`src/rtl/mult_div_unit.sv`:
```
// rtl/mult_div_unit.sv - Multicycle signed multiply/divide unit owning the HI/LO registers
module mult_div_unit #(
    parameter int WIDTH = 32
) (
    input  logic             Clk,
    input  logic             Reset,
    input  logic [WIDTH-1:0] A,
    input  logic [WIDTH-1:0] B,
    input  logic             MultStart,
    input  logic             DivStart,
    output logic [WIDTH-1:0] Hi,
    output logic [WIDTH-1:0] Lo,
    output logic             Busy,
    output logic             Done,
    output logic             DivZero
);

    localparam int CW = $clog2(WIDTH);

    typedef enum logic [2:0] {
        S_IDLE,
        S_MULT,
        S_DIV,
        S_FIX,
        S_DONE
    } state_t;

    state_t             state_q, state_d;
    // Multiply: {partial product, remaining multiplier bits}; divide: {remainder, dividend/quotient}
    logic [2*WIDTH-1:0] acc_q, acc_d;
    // Multiplicand magnitude for multiply, divisor magnitude for divide
    logic [WIDTH-1:0]   opnd_q, opnd_d;
    logic [CW-1:0]      cnt_q, cnt_d;
    logic               neg_q, neg_d;
    logic               rem_neg_q, rem_neg_d;
    logic               is_div_q, is_div_d;
    logic [WIDTH-1:0]   hi_q, hi_d;
    logic [WIDTH-1:0]   lo_q, lo_d;
    logic               divzero_q, divzero_d;

    logic [WIDTH-1:0]   a_abs, b_abs;
    logic [WIDTH:0]     mul_sum;
    logic [2*WIDTH-1:0] div_sh;
    logic [WIDTH:0]     div_trial;
    logic               last_step;

    // Operand magnitudes, one datapath step of each algorithm, and the FSM next state
    always_comb begin
        state_d   = state_q;
        acc_d     = acc_q;
        opnd_d    = opnd_q;
        cnt_d     = cnt_q;
        neg_d     = neg_q;
        rem_neg_d = rem_neg_q;
        is_div_d  = is_div_q;
        hi_d      = hi_q;
        lo_d      = lo_q;
        divzero_d = 1'b0;

        a_abs     = A[WIDTH-1] ? (~A + 1'b1) : A;
        b_abs     = B[WIDTH-1] ? (~B + 1'b1) : B;
        mul_sum   = {1'b0, acc_q[2*WIDTH-1:WIDTH]} + {1'b0, (acc_q[0] ? opnd_q : {WIDTH{1'b0}})};
        div_sh    = {acc_q[2*WIDTH-2:0], 1'b0};
        div_trial = {1'b0, div_sh[2*WIDTH-1:WIDTH]} - {1'b0, opnd_q};
        last_step = (cnt_q == CW'(WIDTH - 1));

        case (state_q)
            S_IDLE, S_DONE: begin
                state_d = S_IDLE;
                if (MultStart) begin
                    acc_d    = {{WIDTH{1'b0}}, b_abs};
                    opnd_d   = a_abs;
                    neg_d    = A[WIDTH-1] ^ B[WIDTH-1];
                    is_div_d = 1'b0;
                    cnt_d    = '0;
                    state_d  = S_MULT;
                end else if (DivStart) begin
                    if (B != '0) begin
                        acc_d     = {{WIDTH{1'b0}}, a_abs};
                        opnd_d    = b_abs;
                        neg_d     = A[WIDTH-1] ^ B[WIDTH-1];
                        rem_neg_d = A[WIDTH-1];
                        is_div_d  = 1'b1;
                        cnt_d     = '0;
                        state_d   = S_DIV;
                    end else begin
                        // Zero divisor completes at once and leaves Hi/Lo untouched
                        divzero_d = 1'b1;
                        state_d   = S_DONE;
                    end
                end
            end
            S_MULT: begin
                acc_d = {mul_sum, acc_q[WIDTH-1:1]};
                cnt_d = cnt_q + 1'b1;
                if (last_step) state_d = S_FIX;
            end
            S_DIV: begin
                // Negative trial result means the divisor did not fit: restore by keeping the shift
                if (div_trial[WIDTH]) acc_d = div_sh;
                else                  acc_d = {div_trial[WIDTH-1:0], div_sh[WIDTH-1:1], 1'b1};
                cnt_d = cnt_q + 1'b1;
                if (last_step) state_d = S_DIV == S_DIV ? S_FIX : S_DIV;
            end
            S_FIX: begin
                if (is_div_q) begin
                    lo_d = neg_q     ? (~acc_q[WIDTH-1:0] + 1'b1)       : acc_q[WIDTH-1:0];
                    hi_d = rem_neg_q ? (~acc_q[2*WIDTH-1:WIDTH] + 1'b1) : acc_q[2*WIDTH-1:WIDTH];
                end else begin
                    {hi_d, lo_d} = neg_q ? (~acc_q + 1'b1) : acc_q;
                end
                state_d = S_DONE;
            end
            default: state_d = S_IDLE;
        endcase
    end

    // State and datapath registers; reset aborts any operation and clears Hi/Lo
    always_ff @(posedge Clk) begin
        if (!Reset) begin
            state_q   <= S_IDLE;
            acc_q     <= '0;
            opnd_q    <= '0;
            cnt_q     <= '0;
            neg_q     <= 1'b0;
            rem_neg_q <= 1'b0;
            is_div_q  <= 1'b0;
            hi_q      <= '0;
            lo_q      <= '0;
            divzero_q <= 1'b0;
        end else begin
            state_q   <= state_d;
            acc_q     <= acc_d;
            opnd_q    <= opnd_d;
            cnt_q     <= cnt_d;
            neg_q     <= neg_d;
            rem_neg_q <= rem_neg_d;
            is_div_q  <= is_div_d;
            hi_q      <= hi_d;
            lo_q      <= lo_d;
            divzero_q <= divzero_d;
        end
    end

    assign Hi      = hi_q;
    assign Lo      = lo_q;
    assign Busy    = (state_q == S_MULT) || (state_q == S_DIV) || (state_q == S_FIX);
    assign Done    = (state_q == S_DONE);
    assign DivZero = divzero_q;

endmodule

```
`config.mk`:
```
export PLATFORM = sky130hd
export DESIGN_NAME = mult_div_unit
export DESIGN_NICKNAME = d
export VERILOG_FILES = /design/src/rtl/mult_div_unit.sv
export SDC_FILE = /design/constraint.sdc
export NUM_CORES = 1
export LEC_CHECK = 0
export CORE_ASPECT_RATIO = 0.5
export CORE_UTILIZATION = 32
export CTS_CLUSTER_SIZE = 24
export DETAILED_ROUTE_END_ITERATION = 12
export PLACE_DENSITY = 0.59
export SLEW_MARGIN = 20
export SYNTH_ARGS = -nofsm -noshare
export SYNTH_HDL_FRONTEND = slang
export SYNTH_SLANG_ARGS = --single-unit
```
`constraint.sdc`:
```
create_clock -name Clk -period 3.2 [get_ports Clk]
set_clock_uncertainty 0.1 [all_clocks]
set_input_delay 0.64 -clock Clk [delete_from_list [all_inputs] [get_ports Clk]]
set_output_delay 0.64 -clock Clk [all_outputs]
set_load 0.01 [all_outputs]
```
==> results of run 1 <==
cell families after synthesis:
group | Yosys count
and+or+nand+nor | 638
muxes | 34
adders and majority gates | 73
xor gates and xnor gates | 161
AOI/OAI and AO/OA | 619
buffers and inverters | 181
DFF | 172
worst max-delay path, cell delays in order, from the launching register on:
cell                       delay [ns]
sky130_fd_sc_hd__dfxtp_4         0.37
sky130_fd_sc_hd__inv_4           0.04
sky130_fd_sc_hd__buf_12          0.13
sky130_fd_sc_hd__buf_12          0.13
sky130_fd_sc_hd__nor2_1          0.12
sky130_fd_sc_hd__ha_1            0.29
sky130_fd_sc_hd__a21oi_1         0.28
sky130_fd_sc_hd__o21ai_2         0.16
sky130_fd_sc_hd__a311oi_4        0.28
sky130_fd_sc_hd__a21oi_4         0.13
sky130_fd_sc_hd__o221ai_4        0.21
sky130_fd_sc_hd__o21ai_1         0.12
sky130_fd_sc_hd__buf_4           0.15
sky130_fd_sc_hd__o21a_1          0.16
sky130_fd_sc_hd__o22a_1          0.20
sky130_fd_sc_hd__o221a_2         0.25
power by group:
group          switching [mW]  internal (mW)  leakage (nW)
clock                    1.12           1.15         0.307
sequential              0.163           2.32          1.41
combinational            2.20           1.66          5.81
flip-flops by register name (all words and copies together) (netlist names), 3 cells and up:
signal	flops
opnd_q	32
acc_q	64
Hi	32
Lo	32
state_q	3
cnt_q	5
routing by layer:
metal  part of all wire  global-route usage
met5            0.00023                   0
met4              0.030              0.0696
met3              0.063              0.0440
met2               0.44               0.370
met1               0.46               0.302
layout by cell type (no fill, tap or decap), types with 8 or more instances in the layout:
cell / netlist / routed
sky130_fd_sc_hd__o41ai_1: 20 / 18
sky130_fd_sc_hd__nor4_1: 8 / 8
sky130_fd_sc_hd__or4_1: 12 / 12
sky130_fd_sc_hd__o21ai_1: 5 / 8
sky130_fd_sc_hd__xor2_1: 83 / 82
sky130_fd_sc_hd__mux2i_1: 21 / 21
sky130_fd_sc_hd__and2_1: 10 / 10
sky130_fd_sc_hd__o21ai_2: 3 / 8
sky130_fd_sc_hd__xnor2_1: 78 / 78
sky130_fd_sc_hd__a311oi_1: 10 / 9
sky130_fd_sc_hd__a222oi_1: 9 / 9
sky130_fd_sc_hd__nor3_1: 24 / 24
sky130_fd_sc_hd__a211oi_1: 70 / 68
sky130_fd_sc_hd__and3_1: 11 / 10
sky130_fd_sc_hd__nor2_1: 226 / 222
sky130_fd_sc_hd__nor2b_1: 15 / 13
sky130_fd_sc_hd__buf_12: 0 / 11
sky130_fd_sc_hd__dfxtp_1: 172 / 169
sky130_fd_sc_hd__inv_1: 59 / 56
sky130_fd_sc_hd__mux2_2: 12 / 12
sky130_fd_sc_hd__nand3_1: 31 / 30
sky130_fd_sc_hd__a21o_1: 20 / 20
sky130_fd_sc_hd__a21oi_1: 157 / 149
sky130_fd_sc_hd__ha_1: 71 / 69
sky130_fd_sc_hd__o211ai_1: 33 / 33
sky130_fd_sc_hd__a31oi_1: 13 / 13
sky130_fd_sc_hd__nand2b_1: 22 / 22
sky130_fd_sc_hd__or3_1: 18 / 17
sky130_fd_sc_hd__clkbuf_16: 0 / 18
sky130_fd_sc_hd__buf_4: 0 / 274
sky130_fd_sc_hd__o21ai_0: 129 / 120
sky130_fd_sc_hd__clkdlybuf4s50_1: 0 / 133
sky130_fd_sc_hd__o21a_1: 16 / 16
sky130_fd_sc_hd__nand2_1: 197 / 194
sky130_fd_sc_hd__nand4_1: 23 / 23
sky130_fd_sc_hd__o31ai_1: 22 / 21
sky130_fd_sc_hd__a221oi_1: 16 / 15
sky130_fd_sc_hd__a22oi_1: 31 / 31
stage by stage:
stage | area, sq um | setup slack, ns | setup TNS (ns) | hold WS, ns
after global placement | 17800 | -0.264 | -7.09 | 0.339
after floorplan | 14000 | 0.00666 | 0 | 0.324
after detailed placement | 17800 | -0.283 | -11.13 | 0.343
after CTS | 18500 | 0.00775 | 0 | 0.354
after global routing | 18800 | -0.109 | -0.938 | 0.379
final | 18800 | -0.0132 | -0.0219 | 0.352
cell type report:
| cell class | instances | area share |
|---|---|---|
| multi-input cells | 1525 | 0.538 |
| inverters | 59 | 0.0120 |
| flip-flops and latches | 172 | 0.184 |
| repair buffers | 421 | 0.194 |
| well taps | 577 | 0.0384 |
| clock buffers | 17 | 0.0226 |
| clock inverters | 15 | 0.0116 |
worst min-delay path by stage:
stage	startpoint	end	slack, ns	depth (start not counted)
after floorplan	cnt_q[3]	cnt_q[3]	0.32	1
after global placement	opnd_q[6]	opnd_q[6]	0.34	2
after detailed placement	Hi[24]	Hi[24]	0.34	2
after CTS	Hi[24]	Hi[24]	0.35	2
after global routing	Hi[30]	Hi[30]	0.38	2
final	Hi[24]	Hi[24]	0.35	2
timing repair:
| item | in CTS | in global routing |
|---|---|---|
| setup endpoints to repair | 15 | 23 |
| pin swaps | 11 | 16 |
| hold buffers | 0 | 0 |
| buffers inserted | 6 | 3 |
| endpoints found under the hold margin | 0 | 0 |
| resized for setup | 18 | 48 |
| gates cloned | 0 | 1 |
==> out/results.md, run 1 <==
## Synthesis
* cell with the most instances after synthesis: sky130_fd_sc_hd__nor2_1
* synthesized instance count: 1878
* part of the Yosys area used for sequential elements: 0.246
* synth unique cells: 84
* cell type with the highest aggregate area in the netlist: sky130_fd_sc_hd__dfxtp_1
* fraction of the mapped netlist area in simple logic gates: 0.215
* Post-synth top cells: 226 x sky130_fd_sc_hd__nor2_1, 197 x sky130_fd_sc_hd__nand2_1, 172 x sky130_fd_sc_hd__dfxtp_1
* number of enable-type register cells in the synthesized netlist: 0
* area fraction in compound gates after synthesis: 0.294
* share of synthesized area spent on multiplexers: 0.0255
* Syn Nets: 2019
* top-area cell type share of the netlist area: 0.246
* number of warnings reported in the yosys synthesis log: 0
* Synth area leaders: sky130_fd_sc_hd__dfxtp_1 25%, sky130_fd_sc_hd__ha_1 6.4%, sky130_fd_sc_hd__nor2_1 6.1%
* synthesis-stage register bit count: 172
* post-synthesis adder-cell area fraction: 0.0664
* dominant combinational cell family by area after synthesis: compound AO/OA/AOI/OAI gates
* async set or reset register ratio after synthesis: 0
* XOR/XNOR Fraction of Synth Area: 0.101
* netlist area before placement: 0.0140 sq mm
* average cell area after synthesis: 7.44 sq um
* leading register cell type out of synthesis: sky130_fd_sc_hd__dfxtp_1

## Drt
* drt drc: 0
* post-detailed-route count of antenna-violating nets: 0
* vias per inst: 5.45
* iteration count of the initial detailed-routing pass: 8
* Total Routed Length: 51400 microns
* WL/cell: 18.5 microns
* vias: 15200
* 1st-iter DRT viols: 1192

## GRT
* global route overflow: 0
* combined global-route utilization of all metal layers: 0.227
* wire length of the first global-routing pass: 79400 microns
* vias in the first global route: 14300
* antenna violations before repair: 1
* pin count of the biggest net entering global routing: 83

## Critical path
* CP required: 3.45 ns
* worst setup path end: acc_q[63]
* endpoint class of the critical path: register
* critical path launch point: acc_q[0]
* CP Launch Type: register
* Max Fanout on Critical Path: 7
* register-to-register path setup slack: -0.01 ns
* Reg-to-Reg End: acc_q[63]
* worst-case reg-to-reg path depth: 15
* critical path arrival: 3.47 ns
* Crit Path Category: reg2reg
* startpoint of the worst-slack reg-to-reg timing path: acc_q[0]

## Final layout
* Area Growth Syn to Fin: 34.5%
* Layout Nets: 2337
* filler-free cell count of the finished design: 2786
* share of cells above drive strength 1: 0.191
* diodes inserted: 0
* Util after Layout: 0.442
* fill count: 4282
* sequential cell area in the final layout: 0.00345 sq mm
* multi-input gate area in the final layout: 0.0101 sq mm

## Hold path
* Min-Delay Path Class: reg2reg

## Clocking
* Clk Latency, worst-skew pair: 0.46 ns
* total CTS buffers: 17
* clk sinks: 172
* clock tree from TritonCTS: done
* clock root buffer: sky130_fd_sc_hd__clkbuf_16
* clock-pin slew reported for the worst setup and hold paths after clock tree synthesis: 0.08 ns
* number of H-tree levels: 4
* clock buffer depth: 2

## Job
* max_cap viols: 0

## Power
* worst voltage drop across the vdd grid: 0.420 mV
* static leakage: 7.52 nW
* total power draw: 8.61 mW
* power density over cell area: 458 mW/mm^2

## STA
* Hold Vio Cnt, Final: 0
* final period utilization: 1.00
* final worst path period need: 3.21 ns
* setup violation total in the final timing report: 2
* worst-margin pin slew: 0.760 ns
* Max-slew headroom: 0.492
* final count of pins violating max slew: 0
* RSZ-0062 raised after global routing: true
* Achievable Freq: 0.311 GHz
* final setup slack of the worst path: -0.0132 ns

## Floorplan
* effective utilization at floorplan: 0.329
* area of the core: 0.0425 sq mm
* die extent in y: 150 microns
* overall die width: 298 microns
* Rows: 53
* number of top-level pins: 135
* die outline area: 0.0446 sq mm

## Status
* failing checks: setup timing
* result of the run: finished with violations

## Place
* Final GP Congestion: 0.921
* cell count after placement: 2744
* placed wire-length estimate: 40600 microns
* number of buffer cells added on primary ports: 134

(Power assumes the default switching activity.)
==> run 2: changes to the inputs <==
- CORE_UTILIZATION: 32 -> 62
- PLACE_DENSITY: 0.59 -> 0.94
- RECOVER_POWER: unset -> 100
- clock period: 3.2 -> 4 ns (I/O delays scaled with it)
==> run 2 against run 1 <==
Net effect:
- the run ends with capacitance limit, slew limit left
- clock power fell by 21%
- final cell count fell by 18%
- global-route usage rose by 17 points
- routed wire length fell by 8.8%
- critical endpoint is now acc_q[60]
- highest routed layer is now met4
==> out/results.md, run 2 (synthesized netlist as in run 1, its figures left out) <==
## Drt
* iteration count of the initial detailed-routing pass: 7
* WL/cell: 20.6 microns
* Total Routed Length: 46900 microns
* vias per inst: 6.71
* vias: 15300
* drt drc: 0
* 1st-iter DRT viols: 1979
* post-detailed-route count of antenna-violating nets: 0

## Final layout
* Layout Nets: 2108
* Area Growth Syn to Fin: 16.3%
* fill count: 1605
* share of cells above drive strength 1: 0.0712
* diodes inserted: 0
* most frequent standard cell in the layout excluding fill and tap cells: sky130_fd_sc_hd__nor2_1
* register ranked first by flip-flop count: acc_q
* post-route cell area: 0.0163 sq mm
* flip-flop count of the largest register after layout: 64
* most used cells in the layout excluding fill and tap cells: 225 x sky130_fd_sc_hd__nor2_1, 198 x sky130_fd_sc_hd__nand2_1, 172 x sky130_fd_sc_hd__dfxtp_1

## Status
* failing checks: capacitance limit, slew limit
* result of the run: finished with violations

## Critical path
* CP required: 4.21 ns
* Crit Path Category: reg2reg
* critical path launch point: acc_q[0]
* critical path arrival: 4.02 ns
* endpoint class of the critical path: register
* Max Fanout on Critical Path: 9
* worst-case reg-to-reg path depth: 13
* CP Launch Type: register
* startpoint of the worst-slack reg-to-reg timing path: acc_q[0]
* Reg-to-Reg End: acc_q[60]
* register-to-register path setup slack: 0.19 ns

## Place
* instance area after placement: 0.0157 sq mm
* Final GP Congestion: 1.02
* placed wire-length estimate: 34000 microns
* number of buffer cells added on primary ports: 134
* Place WS: 0.287 ns

## Clocking
* # Post-CTS Setup Buffers: 0
* clock-pin slew reported for the worst setup and hold paths after clock tree synthesis: 0.08 ns
* clock tree from TritonCTS: done
* total CTS buffers: 17
* clock buffer depth: 2
* post-CTS sizing: 0
* clock root buffer: sky130_fd_sc_hd__clkbuf_16
* clk sinks: 172
* number of buffers added to fix hold violations after cts: 0
* Clk Latency, worst-skew pair: 0.46 ns
* number of H-tree levels: 4

## Hold path
* Min-Delay Path Class: reg2reg
* instance count along the most critical hold path: 2
* end of the worst hold path: Hi[15]
* hold wc startpoint: Hi[15]

## GRT
* pin count of the biggest net entering global routing: 147
* vias in the first global route: 14200
* wire length of the first global-routing pass: 73500 microns
* antenna violations before repair: 0
* global route overflow: 0
* combined global-route utilization of all metal layers: 0.397

## Power
* worst voltage drop across the vdd grid: 0.340 mV
* total power draw: 6.49 mW
* power density over cell area: 399 mW/mm^2
* static leakage: 6.47 nW

## STA
* setup violation total in the final timing report: 0
* final count of pins violating max slew: 147
* final setup slack of the worst path: 0.187 ns
* Hold Vio Cnt, Final: 0
* final worst path period need: 3.81 ns
* RSZ-0062 raised after global routing: false
* worst-margin pin slew: 1.72 ns
* Achievable Freq: 0.262 GHz
* Max-slew headroom: -0.147
* final setup TNS: 0 ns
* final period utilization: 0.953
* hold slack final: 0.350 ns

## Floorplan
* Rows: 38
* number of top-level pins: 135
* effective utilization at floorplan: 0.639
* overall die width: 214 microns
* die extent in y: 108 microns
* die outline area: 0.0232 sq mm
* area of the core: 0.0219 sq mm

## Job
* max_cap viols: 1

run 2: cell types whose count changed in the layout (fill, tap and decap cells not counted), sizes merged:
cell,delta
clkinvlp,+2
clkbuf,+6
buf,-235
clkdlybuf4s50,-68
clkinv,-3
dlygate4sd3,+68
bufinv,+1
run 2: metal layers:
| layer | share of wire | global-route usage | vias up |
|---|---|---|---|
| met5 | 0 | 0 | - |
| met4 | 0.051 | 0.216 | 0 |
| met3 | 0.12 | 0.114 | 221 |
| met2 | 0.43 | 0.637 | 986 |
| met1 | 0.40 | 0.488 | 7057 |
| li1 | - | - | 7039 |
run 2: cell type report:
cell class | count | area (sq um) | share of cell area
clock buffers | 17 | 425 | 0.0262
clock inverters | 15 | 198 | 0.0122
inverters | 59 | 223 | 0.0137
multi-input cells | 1525 | 9820 | 0.604
flip-flops and latches | 172 | 3440 | 0.212
well taps | 300 | 375 | 0.0231
repair buffers | 192 | 1770 | 0.109
run 2: worst max path at each step:
| stage | end | slack, ns | cells after the start |
|---|---|---|---|
| floorplan | acc_q[62] | 0.68 | 13 |
| global placement | acc_q[30] | 0.35 | 9 |
| detailed placement | acc_q[30] | 0.29 | 9 |
| CTS | acc_q[60] | 0.37 | 13 |
| global route | acc_q[57] | 0.08 | 14 |
| finish | acc_q[60] | 0.19 | 13 |
run 2: report_power, final:
group          internal, mW  switching, mW  total [mW]
sequential             1.85          0.196        2.05
clock                 0.957          0.840        1.80
combinational          1.03           1.62        2.64
run 2: metrics by stage:
stage / std cells / utilization
after floorplan: 1878 / -
after global placement: 2248 / 0.718
after detailed placement: 2248 / 0.718
after CTS: 2280 / 0.746
after global routing: 2280 / 0.743
final: 2280 / 0.743
run 2: critical path: stages (launching register included):
cell                       delay [ns]
sky130_fd_sc_hd__dfxtp_1         0.34
sky130_fd_sc_hd__inv_1           0.19
sky130_fd_sc_hd__buf_4           0.22
sky130_fd_sc_hd__nor2_1          0.05
sky130_fd_sc_hd__ha_1            0.38
sky130_fd_sc_hd__o21ai_0         0.15
sky130_fd_sc_hd__a21oi_1         0.21
sky130_fd_sc_hd__a221oi_2        0.11
sky130_fd_sc_hd__a211oi_2        0.41
sky130_fd_sc_hd__o21ai_1         0.19
sky130_fd_sc_hd__a31o_2          0.31
sky130_fd_sc_hd__or4_1           0.40
sky130_fd_sc_hd__o2111a_1        0.21
sky130_fd_sc_hd__a311oi_1        0.39
